## config.mk

```make
export PLATFORM = sky130hd
export DESIGN_NAME = kdtree_stream_loader
export DESIGN_NICKNAME = d
export VERILOG_FILES = /design/src/rtl/kdtree_stream_loader.sv
export SDC_FILE = /design/constraint.sdc
export NUM_CORES = 1
export LEC_CHECK = 0
export CAP_MARGIN = 25
export CELL_PAD_IN_SITES_DETAIL_PLACEMENT = 2
export CELL_PAD_IN_SITES_GLOBAL_PLACEMENT = 2
export CORE_UTILIZATION = 40
export DETAILED_ROUTE_END_ITERATION = 7
export DONT_BUFFER_PORTS = 1
export PLACE_DENSITY = 0.72
export SYNTH_ARGS = -nofsm -noshare
export SYNTH_HDL_FRONTEND = slang
export SYNTH_SLANG_ARGS = --single-unit
```

## constraint.sdc

```tcl
create_clock -name io_clk -period 3.5 [get_ports io_clk]
set_input_delay 0.7 -clock io_clk [delete_from_list [all_inputs] [get_ports io_clk]]
set_output_delay 0.7 -clock io_clk [all_outputs]
set_load 0.02 [all_outputs]
```

## src/rtl/kdtree_stream_loader.sv

```systemverilog
// Receives the host KD-tree load stream from a FWFT FIFO and writes node
// records and leaf-patch records into the node and leaf memories.
module kdtree_stream_loader #(
  parameter int DATA_WIDTH = 11,
  parameter int LEAF_SIZE  = 8,
  parameter int PATCH_SIZE = 5,
  parameter int NUM_LEAVES = 64,
  parameter int NUM_NODES  = NUM_LEAVES - 1,
  parameter int ADDR_WIDTH = $clog2(NUM_LEAVES)
) (
  input  logic                             io_clk,
  input  logic                             io_rst_n,
  input  logic                             load_kdtree,
  input  logic [DATA_WIDTH-1:0]            fifo_rdata,
  input  logic                             fifo_rempty_n,
  output logic                             fifo_deq,
  output logic                             node_wen,
  output logic [ADDR_WIDTH-1:0]            node_waddr,
  output logic [2*DATA_WIDTH-1:0]          node_wdata,
  output logic                             leaf_wen,
  output logic [ADDR_WIDTH-1:0]            leaf_waddr,
  output logic [$clog2(LEAF_SIZE)-1:0]     leaf_slot,
  output logic [PATCH_SIZE*DATA_WIDTH-1:0] leaf_wdata,
  output logic [DATA_WIDTH-1:0]            leaf_widx,
  output logic                             busy,
  output logic                             load_done
);

  localparam int SW  = $clog2(LEAF_SIZE);
  localparam int WCW = $clog2(PATCH_SIZE + 1);

  typedef enum logic [1:0] {IDLE, NODE, LEAF, DONE} state_t;

  state_t                         state, state_nxt;
  logic [WCW-1:0]                 word_cnt;
  logic [ADDR_WIDTH-1:0]          node_cnt;
  logic [ADDR_WIDTH-1:0]          leaf_cnt;
  logic [SW-1:0]                  slot_cnt;
  logic [DATA_WIDTH-1:0]          split_idx;
  logic [PATCH_SIZE*DATA_WIDTH-1:0] patch;

  logic node_last_word, leaf_last_word;

  assign node_last_word = fifo_deq && (state == NODE) && (word_cnt == WCW'(1));
  assign leaf_last_word = fifo_deq && (state == LEAF) && (word_cnt == WCW'(PATCH_SIZE));

  always_ff @(posedge io_clk or negedge io_rst_n) begin
    if (!io_rst_n) state <= IDLE;
    else           state <= state_nxt;
  end

  always_comb begin
    state_nxt = state;
    case (state)
      IDLE: if (load_kdtree) state_nxt = NODE;
      NODE: if (node_last_word && node_cnt == ADDR_WIDTH'(NUM_NODES - 1)) state_nxt = LEAF;
      LEAF: if (leaf_last_word && slot_cnt == SW'(LEAF_SIZE - 1)
                && leaf_cnt == ADDR_WIDTH'(NUM_LEAVES - 1)) state_nxt = DONE;
      DONE: state_nxt = IDLE;
      default: state_nxt = IDLE;
    endcase
  end

  always_comb begin
    fifo_deq  = 1'b0;
    busy      = 1'b0;
    load_done = 1'b0;
    case (state)
      NODE, LEAF: begin
        fifo_deq = fifo_rempty_n;
        busy     = 1'b1;
      end
      DONE: begin
        busy      = 1'b1;
        load_done = 1'b1;
      end
      default: ;
    endcase
  end

  always_ff @(posedge io_clk or negedge io_rst_n) begin
    if (!io_rst_n) begin
      word_cnt   <= '0;
      node_cnt   <= '0;
      leaf_cnt   <= '0;
      slot_cnt   <= '0;
      split_idx  <= '0;
      patch      <= '0;
      node_wen   <= 1'b0;
      node_waddr <= '0;
      node_wdata <= '0;
      leaf_wen   <= 1'b0;
      leaf_waddr <= '0;
      leaf_slot  <= '0;
      leaf_wdata <= '0;
      leaf_widx  <= '0;
    end else begin
      node_wen <= 1'b0;
      leaf_wen <= 1'b0;
      if (state == IDLE && load_kdtree) begin
        word_cnt <= '0;
        node_cnt <= '0;
        leaf_cnt <= '0;
        slot_cnt <= '0;
      end else if (fifo_deq && state == NODE) begin
        if (word_cnt == '0) begin
          split_idx <= fifo_rdata;
          word_cnt  <= WCW'(1);
        end else begin
          node_wen   <= 1'b1;
          node_waddr <= node_cnt;
          node_wdata <= {fifo_rdata, split_idx};
          node_cnt   <= node_cnt + 1'b1;
          word_cnt   <= '0;
        end
      end else if (fifo_deq && state == LEAF) begin
        if (leaf_last_word) begin
          // the last data word was captured into patch on the previous word
          leaf_wen   <= 1'b1;
          leaf_waddr <= leaf_cnt;
          leaf_slot  <= slot_cnt;
          leaf_wdata <= patch;
          leaf_widx  <= fifo_rdata;
          word_cnt   <= '0;
          if (slot_cnt == SW'(LEAF_SIZE - 1)) begin
            slot_cnt <= '0;
            leaf_cnt <= leaf_cnt + 1'b1;
          end else begin
            slot_cnt <= slot_cnt + 1'b1;
          end
        end else begin
          for (int unsigned k = 0; k < PATCH_SIZE; k++)
            if (word_cnt == WCW'(k)) patch[k*DATA_WIDTH +: DATA_WIDTH] <= fifo_rdata;
          word_cnt <= word_cnt + 1'b1;
        end
      end
    end
  end

endmodule

```

[Word level (Yosys, flattened, before mapping)]
Cells that the tools add are included.
Widths: inputs -> output; s select.
Operators by class
  shift-type cells: 0
  bitwise logic cells: 4
  add/sub/neg operators: 4
  magnitude comparators: 0
  $mul: 0
  muxes and demuxes: 32
  reduce and logical (&&, ||, !) cells: 29
  equality and inequality tests: 16
  divide/modulo/power cells: 0
Operators with widths (number)
  $mux 6: 8
  $mux 3: 9
  $reduce_and 5->1: 5
  $add 6x1->6 const B: 2
  $eq 6x6->1 const B: 2
  $reduce_and 3->1: 4
  $mux 1: 11
  $eq 3x3->1 const B: 3
  $logic_and 1x1->1: 8
  $pmux 2 s4: 1
  $reduce_and 4->1: 2
  $reduce_bool 2->1: 4
  $add 3x1->3 const B: 2
  $eq 3x2->1 const B: 2
  $mux 2: 3
  $ne 2x2->1 const B: 3
  $eq 2x2->1 const B: 2
  $ne 2x1->1 const B: 2
  $not 1->1: 4
  $eq 3x1->1 const B: 1
  $logic_not 3->1: 1
  $reduce_bool 3->1: 1
  $reduce_or 3->1: 1
  $eq 2x1->1 const B: 1
  other kinds (3): 3
Word-level totals
  memories kept: 0
  input bits: 15
  output and inout port bits: 108
  flip-flop bits (word level): 191
  memory bits (writable): 0
  ROM bits: 0
  latch bits: 0
  word-level logic and storage cells: 104

[Logic depth before layout (Yosys ltp)]
Gate-level depths: netlist (run 1).
  depth in word-level cells: 9
  mapped depth: 11
  mapped depth without buffers: 8

[Least setup slack after synthesis (run 1)]
OpenSTA, ideal clock, no wires.
  path type: input port to flip-flop
  start: in load_kdtree
  end: reg leaf_waddr[1]
  data arrival time: 2.083 ns
  required time: 3.373 ns
  library setup time: 0.127 ns
  setup slack: 1.289 ns
  buffers on the path: 3
  cell stages on the path: 8
  cells stage by stage: and2_1 > buf_2 > nor3_2 > nand2_1 > inv_2 > buf_4 > buf_6 > mux2_1
On the way
  word-level cells in the longest chain between the ends: 3
Ends and longest elaborated chain
  start: declaration: RTL line 13  | input logic load_kdtree,
  $logic_and 1x1->1: RTL line 100  | if (state == IDLE && load_kdtree) begin
  $not 1->1 (no line)
  $reduce_and 4->1 (no line)
  end signal: assignment: RTL line 120  | leaf_waddr <= leaf_cnt;
  end: declaration: RTL line 21  | output logic [ADDR_WIDTH-1:0] leaf_waddr,
No other way between the ends.
A chain may end at the register's enable or synchronous reset.

[Worst setup path in the final report (run 1)]
  start: reg state[0]
  end: reg patch[45]
On the way
  word-level cells in the longest chain between the ends: 7
  elaborated cells on any way between the ends: 13
  those cells by class: 2 x eq/ne; 1 x mux; 3 x bitwise; 7 x reduce/logical
Ends and longest elaborated chain
  start: declaration: RTL line 34  | state_t state, state_nxt;
  start signal: assignment: RTL line 49  | else state <= state_nxt;
  $eq 2x1->1 / $eq 2x2->1 (equally long branches)
  $reduce_or 2->1: RTL line 68  | case (state)
  $mux 1: RTL line 68
  $logic_and 1x1->1: RTL line 45, 116
  $logic_and 1x1->1: RTL line 45  | assign leaf_last_word = fifo_deq && (state == LEAF) && (word_cnt == WCW'(PATCH_SIZE));
  $not 1->1 (no line)
  $reduce_and 5->1 (no line) (*)
  end signal: indexed assignment: RTL line 133  | if (word_cnt == WCW'(k)) patch[k*DATA_WIDTH +: DATA_WIDTH] <= fifo_rdata;
  end: declaration: RTL line 40  | logic [PATCH_SIZE*DATA_WIDTH-1:0] patch;
Mark *: on every way between the ends. The rest lies on a longest branch, timed or not.

==> results of run 1 <==
## layer usage
layer / vias up / share of wire, %
li1: 1769 / -
met1: 2187 / 39
met2: 92 / 53
met3: 21 / 5.4
met4: 0 / 2.3
met5: - / 0
## logic make-up (layout without fill, tap and decap cells)
logic type               count (synthesis)  count (layout)  share of synthesized area [%]
flip-flops                             191             191                           63.1
multiplexers                           170             170                           25.3
AND/OR/NAND/NOR                         69              69                           4.71
buffers and inverters                   30              43                           2.00
adder cells (fa/ha/maj)                 15              15                           2.48
XOR/XNOR                                 5               5                          0.578
AO/OA/AOI/OAI                           22              22                           1.80
## registers in the layout (all words and copies together) (netlist names)
name,flops
state,2
leaf_widx,11
leaf_waddr,6
node_waddr,6
leaf_wdata,55
leaf_cnt,6
node_wdata,22
word_cnt,3
slot_cnt,3
node_wen,1
node_cnt,6
split_idx,11
patch,55
leaf_slot,3
leaf_wen,1
## final timing paths
check / from / endpoint / slack, ps
hold reg to reg: patch[29]$_DFFE_PN0P_ / leaf_wdata[29]$_DFFE_PN0P_ / 490
hold / removal: io_rst_n / leaf_wdata[49]$_DFFE_PN0P_ / -30
setup / recovery: state[0]$_DFFE_PN0P_ / patch[45]$_DFFE_PN0P_ / 840
setup reg to reg: state[0]$_DFFE_PN0P_ / patch[45]$_DFFE_PN0P_ / 840
max in group asynchronous: io_rst_n / split_idx[5]$_DFFE_PN0P_ / 3310
min in group io_clk: fifo_rdata[6] / patch[39]$_DFFE_PN0P_ / 410
## area by class of cell
class                      count  area share, %
sequential                   191           56.7
multi-input combinational    281           31.4
clock buffer                  20           5.30
tap                          229           3.40
clock inverter                10           2.21
timing repair buffer           4          0.505
inverter                       9          0.416
## where the power goes
part           switching (mW)  total [mW]  internal, mW
combinational           0.442       0.895         0.453
clock                   0.800        2.08          1.28
sequential              0.477        3.17          2.69
total                    1.72        6.14          4.42
## placed cells by master, fill, tap and decap left out, types with 4 or more instances in the layout
master / netlist / final
mux2_2: 43 / 43
ha_1: 15 / 15
nor2_1: 11 / 10
a21oi_1: 8 / 8
xnor2_1: 4 / 4
bufinv_16: 0 / 5
and2_1: 4 / 4
o21ai_0: 6 / 6
mux2_1: 127 / 127
nand3_1: 14 / 14
inv_1: 8 / 8
dfrtp_1: 191 / 191
or3_1: 4 / 4
nand2_1: 13 / 13
clkbuf_16: 0 / 17
nor3_1: 8 / 7
==> flow_summary_export.csv, run 1 <==
group,metric,value,unit
grt,antenna_found_initial,1,
critical_path,arrival,2960,ps
clock_network,cts_setup_buffers,0,
critical_path,crit_path_start_kind,"flop",
final_layout,finish.utilization,46.1,%
routing,avgViaCountPerCell,5.47,
sta,setup_violations,0,
grt,grt_usage,19.3,%
sta,slew_headroom,59.7,%
synth,synth_fp_nets,532,
sta,min_period,2660,ps
final_layout,diodes,0,
clock_network,cts_root_buffer,"clkbuf_16",
clock_network,htree_levels,4,
routing,vias,4069,
final_layout,area_delta_synth_final,11.3,%
final_layout,register_area,0.00478,mm2
power_and_ir_drop,p_leak,4.20,nW
routing,dr.pass1.iters,3,
critical_path,critPathRequiredTime,3800,ps
critical_path,end_kind,"flop",
synth,async_flop_share,100,%
grt,grt_max_degree,192,
clock_network,clock_path_buffers,2,
final_layout,fin_cells,744,
sta,setup_tns,0,ps
synth,synth_top_area_share,63.1,%
routing,postRouteAntennaNets,0,
sta,fin_crit_sh,75.9,%
floorplan,pin_count,123,
synth,ys_warn_count,0,
critical_path,crit_buf_inv,1,
synth,synthTopCellsByArea,"dfrtp_1 (63%), mux2_1 (19%), mux2_2 (6.4%)",
grt,grt_pass1_wl,28.0,mm
synth,synth_most_common_cell,"dfrtp_1",
critical_path,crit_fanout,11,
power_and_ir_drop,peakVddDrop,0.352,mV
critical_path,slowest_delay,650,ps
clock_network,clock_latency,430,ps
synth,synth_common_cells,"dfrtp_1 (191), mux2_1 (127), mux2_2 (43), buf_2 (16), ha_1 (15)",
critical_path,slowest_stage,"and4b_1",
sta,fmax,0.376,GHz
final_layout,multiInputGateArea,0.00265,mm2
synth,synth_cell_types,36,
grt,grt_use_met1,21.4,%
grt,grt_util_met2,34.5,%
critical_path,reg2reg_depth,6,
floorplan,rows,49,
final_layout,final_cell_area,0.00842,mm2
routing,wirelength,17.3,mm
floorplan,die_h,140,um
place,portBuffers,0,
sta,slew_viol_final,0,
routing,drc,0,
sta,holdWs,-32.6,ps
place,dpl_worst_slack,847,ps
worst_hold_path,min_path_type,"in -> async",
final_layout,drive_gt1_share,15.7,%
sta,max_slew.worst_pin.slew,604,ps
grt,overflow,0,
final_layout,fillerInstances,1723,
power_and_ir_drop,power.total,6.14,mW
synth,synth_edf_count,0,
routing,wl_per_cell,23.2,um
floorplan,chipWidth,140,um
grt,grt_pass1_vias,4769,
clock_network,cts_tree,"done",
status,status,"finished, violations left",
critical_path,crit_path_cell_trace,"inv_1 -> ha_1 -> and2_1 -> nor3_2 -> and4b_1 -> mux2_1",
place,dp_hpwl,11.5,mm
critical_path,path_class,"reg -> reg",
status,violations,"negative hold slack",
clock_network,clkSlewWorstSetupHoldPaths,70,ps
synth,syn_area,0.00757,mm2
synth,synth_seq_cells,191,
floorplan,coreArea,0.0183,mm2
synth,yosysSeqAreaShare,63.1,%
sta,rsz0062_at_grt,"false",
synth,yosysTopAreaCell,"dfrtp_1",
critical_path,cp.depth,6,
synth,syn_inst,502,
clock_network,cts_sinks,191,
clock_network,cts_buffers,17,
sta,worst_slack,842,ps
flow_run,maxCapViolCount,0,
floorplan,die-area,0.0195,mm2
critical_path,crit_family,"simple AND/OR/NAND/NOR gates",
sta,clock-skew-final,12.0,ps
synth,synth_top_flop_cell,"dfrtp_1",
place,numPlacedInstances,714,
place,placed_cell_area,0.00779,mm2
clock_network,cts_resized,0,
power_and_ir_drop,p_per_area,729,mW/mm2
floorplan,start_util,41.4,%
synth,syn-mean-instance-area,15.1,um2
grt,met3_usage,5.99,%
place,globalplace.congestion,0.725,
final_layout,layout.nets,534,
sta,finalHoldViolations,74,
routing,drt-initial-drc-count,104,
grt,top_usage_layer,"met2",
Note: power is estimated with default switching activity, not from simulation.
==> run 2: changes to the inputs <==
Clock period 3.5 ns to 2.45 ns, I/O delays scaled along.
==> flow_summary_export.csv, run 2 (same netlist as run 1, synthesis figures left out) <==
group,metric,value,unit
routing,met1_length,6.83,mm
clock_network,cts_buffers,17,
power_and_ir_drop,power_frac_clock,31.8,%
sta,slew_headroom,74.0,%
final_layout,fin_cells,751,
routing,drt-initial-drc-count,112,
final_layout,register_area,0.00478,mm2
critical_path,crit_fanout,6,
power_and_ir_drop,swShare,29.0,%
place,portBuffers,0,
sta,rsz0062_at_grt,"false",
clock_network,cts_sinks,191,
grt,grt_pass1_wl,27.6,mm
sta,slew_viol_final,0,
place,globalplace.congestion,0.768,
clock_network,cts_tree,"done",
critical_path,slowest_delay,650,ps
floorplan,coreArea,0.0183,mm2
critical_path,crit_path_cell_trace,"inv_1 -> ha_1 -> nand2_1 -> or4_1 -> or3_1 -> a21oi_1",
place,dp_hpwl,11.5,mm
status,status,"finished, violations left",
grt,grt_pass1_vias,4722,
final_layout,area_delta_synth_final,11.7,%
sta,fmax,0.432,GHz
place,numPlacedInstances,722,
routing,wl_per_cell,22.8,um
clock_network,cts_setup_buffers,0,
sta,fin_crit_sh,94.6,%
floorplan,rows,49,
power_and_ir_drop,power_frac_comb,15.5,%
grt,antenna_found_initial,0,
routing,vias,4076,
floorplan,die-area,0.0195,mm2
grt,grt_usage,18.9,%
clock_network,clock_path_buffers,2,
sta,finalHoldViolations,191,
critical_path,arrival,2660,ps
routing,dr.pass1.iters,4,
sta,setup_violations,0,
flow_run,maxCapViolCount,0,
routing,postRouteAntennaNets,0,
clock_network,htree_levels,4,
clock_network,cts_root_buffer,"clkbuf_16",
sta,clock-skew-final,11.1,ps
routing,wl_met3,933,um
power_and_ir_drop,peakVddDrop,0.512,mV
critical_path,crit_path_start_kind,"flop",
sta,setup_tns,0,ps
final_layout,final_cell_area,0.00846,mm2
place,placed_cell_area,0.00788,mm2
final_layout,drive_gt1_share,17.2,%
status,violations,"negative hold slack",
final_layout,fillerInstances,1724,
routing,routed.top_layer,"met4",
final_layout,final_cell_mix,"dfrtp_1 (191), mux2_1 (127), mux2_2 (43)",
routing,route.met2.wl,9.10,mm
floorplan,pin_count,123,
worst_hold_path,min_path_type,"in -> async",
grt,grt_max_degree,192,
final_layout,layout_commonest_cell,"dfrtp_1",
critical_path,path_class,"reg -> reg",
critical_path,crit_family,"simple AND/OR/NAND/NOR gates",
floorplan,chipWidth,140,um
floorplan,start_util,41.4,%
final_layout,diodes,0,
power_and_ir_drop,p_sw,2.48,mW
critical_path,critPathRequiredTime,2790,ps
power_and_ir_drop,p_per_area,1010,mW/mm2
routing,wirelength,17.1,mm
final_layout,reg.largest.list,"leaf_wdata: 55 flops, patch: 55 flops, node_wdata: 22 flops",
grt,overflow,0,
power_and_ir_drop,p_leak,4.22,nW
critical_path,crit_buf_inv,1,
routing,avgViaCountPerCell,5.43,
sta,holdWs,-238,ps
power_and_ir_drop,seqPwrFrac,52.7,%
final_layout,layout.nets,542,
power_and_ir_drop,intPower,6.08,mW
clock_network,clkSlewWorstSetupHoldPaths,70,ps
critical_path,slowest_stage,"or4_1",
clock_network,clock_latency,420,ps
routing,drc,0,
critical_path,end_kind,"flop",
final_layout,multiInputGateArea,0.00266,mm2
floorplan,die_h,140,um
sta,max_slew.worst_pin.slew,389,ps
sta,min_period,2320,ps
## run 2: final timing paths
kind / slack (ps) / to / depth (start not counted) / startpoint
worst max register to register: 130 / leaf_cnt[3]$_DFFE_PN0P_ / 6 / word_cnt[1]$_DFFE_PN0P_
worst min register to register: 490 / leaf_wdata[17]$_DFFE_PN0P_ / 1 / patch[17]$_DFFE_PN0P_
worst min-delay path: -240 / leaf_widx[6]$_DFFE_PN0P_ / 0 / io_rst_n
worst max-delay path: 130 / leaf_cnt[3]$_DFFE_PN0P_ / 6 / word_cnt[1]$_DFFE_PN0P_
min in group io_clk: 200 / patch[42]$_DFFE_PN0P_ / 1 / fifo_rdata[9]
max in group asynchronous: 2430 / split_idx[4]$_DFFE_PN0P_ / 0 / io_rst_n
## run 2: repair_timing
item,in CTS,in global routing
gates resized for setup,0,1
endpoints found under the hold margin,191,191
setup endpoints to repair,0,16
## run 2: final cells by class
cell class | instances | area share, %
sequential | 191 | 56.5
inverter | 9 | 0.414
multi-input combinational | 281 | 31.4
timing repair buffer | 12 | 1.51
clock buffer | 20 | 5.40
clock inverter | 9 | 1.32
tap | 229 | 3.39
## run 2: power groups by stage
stage | combinational, mW | clock (mW) | sequential [mW]
after detailed placement | 1.32 | 0 | 4.58
after floorplan | 1.04 | 0 | 4.38
after global routing | 1.50 | 2.89 | 4.59
after global placement | 1.22 | 0 | 4.51
final | 1.33 | 2.72 | 4.51
after CTS | 1.33 | 2.80 | 4.52
## run 2: stage by stage
stage	setup slack (ps)	util, %	power, mW	hold WS (ps)
final	133	46.3	8.56	-238
after floorplan	255	-	5.42	194
after detailed placement	85.0	43.1	5.90	201
after global routing	9.16	46.3	8.98	-261
after global placement	218	43.1	5.73	200
after CTS	84.2	46.2	8.66	-262
## run 2: per-layer routing
metal  up-vias  GRT usage [%]
met3        18           6.06
met5         -              0
met4         0           6.42
met1      2186           21.2
li1       1784              -
met2        88           33.8
==> run 3: changes to the inputs <==
Settings changed: SKIP_CTS_REPAIR_TIMING set to 1.
==> results of run 3 <==
The final DEF is identical to that of run 2; final timing and power are the same.
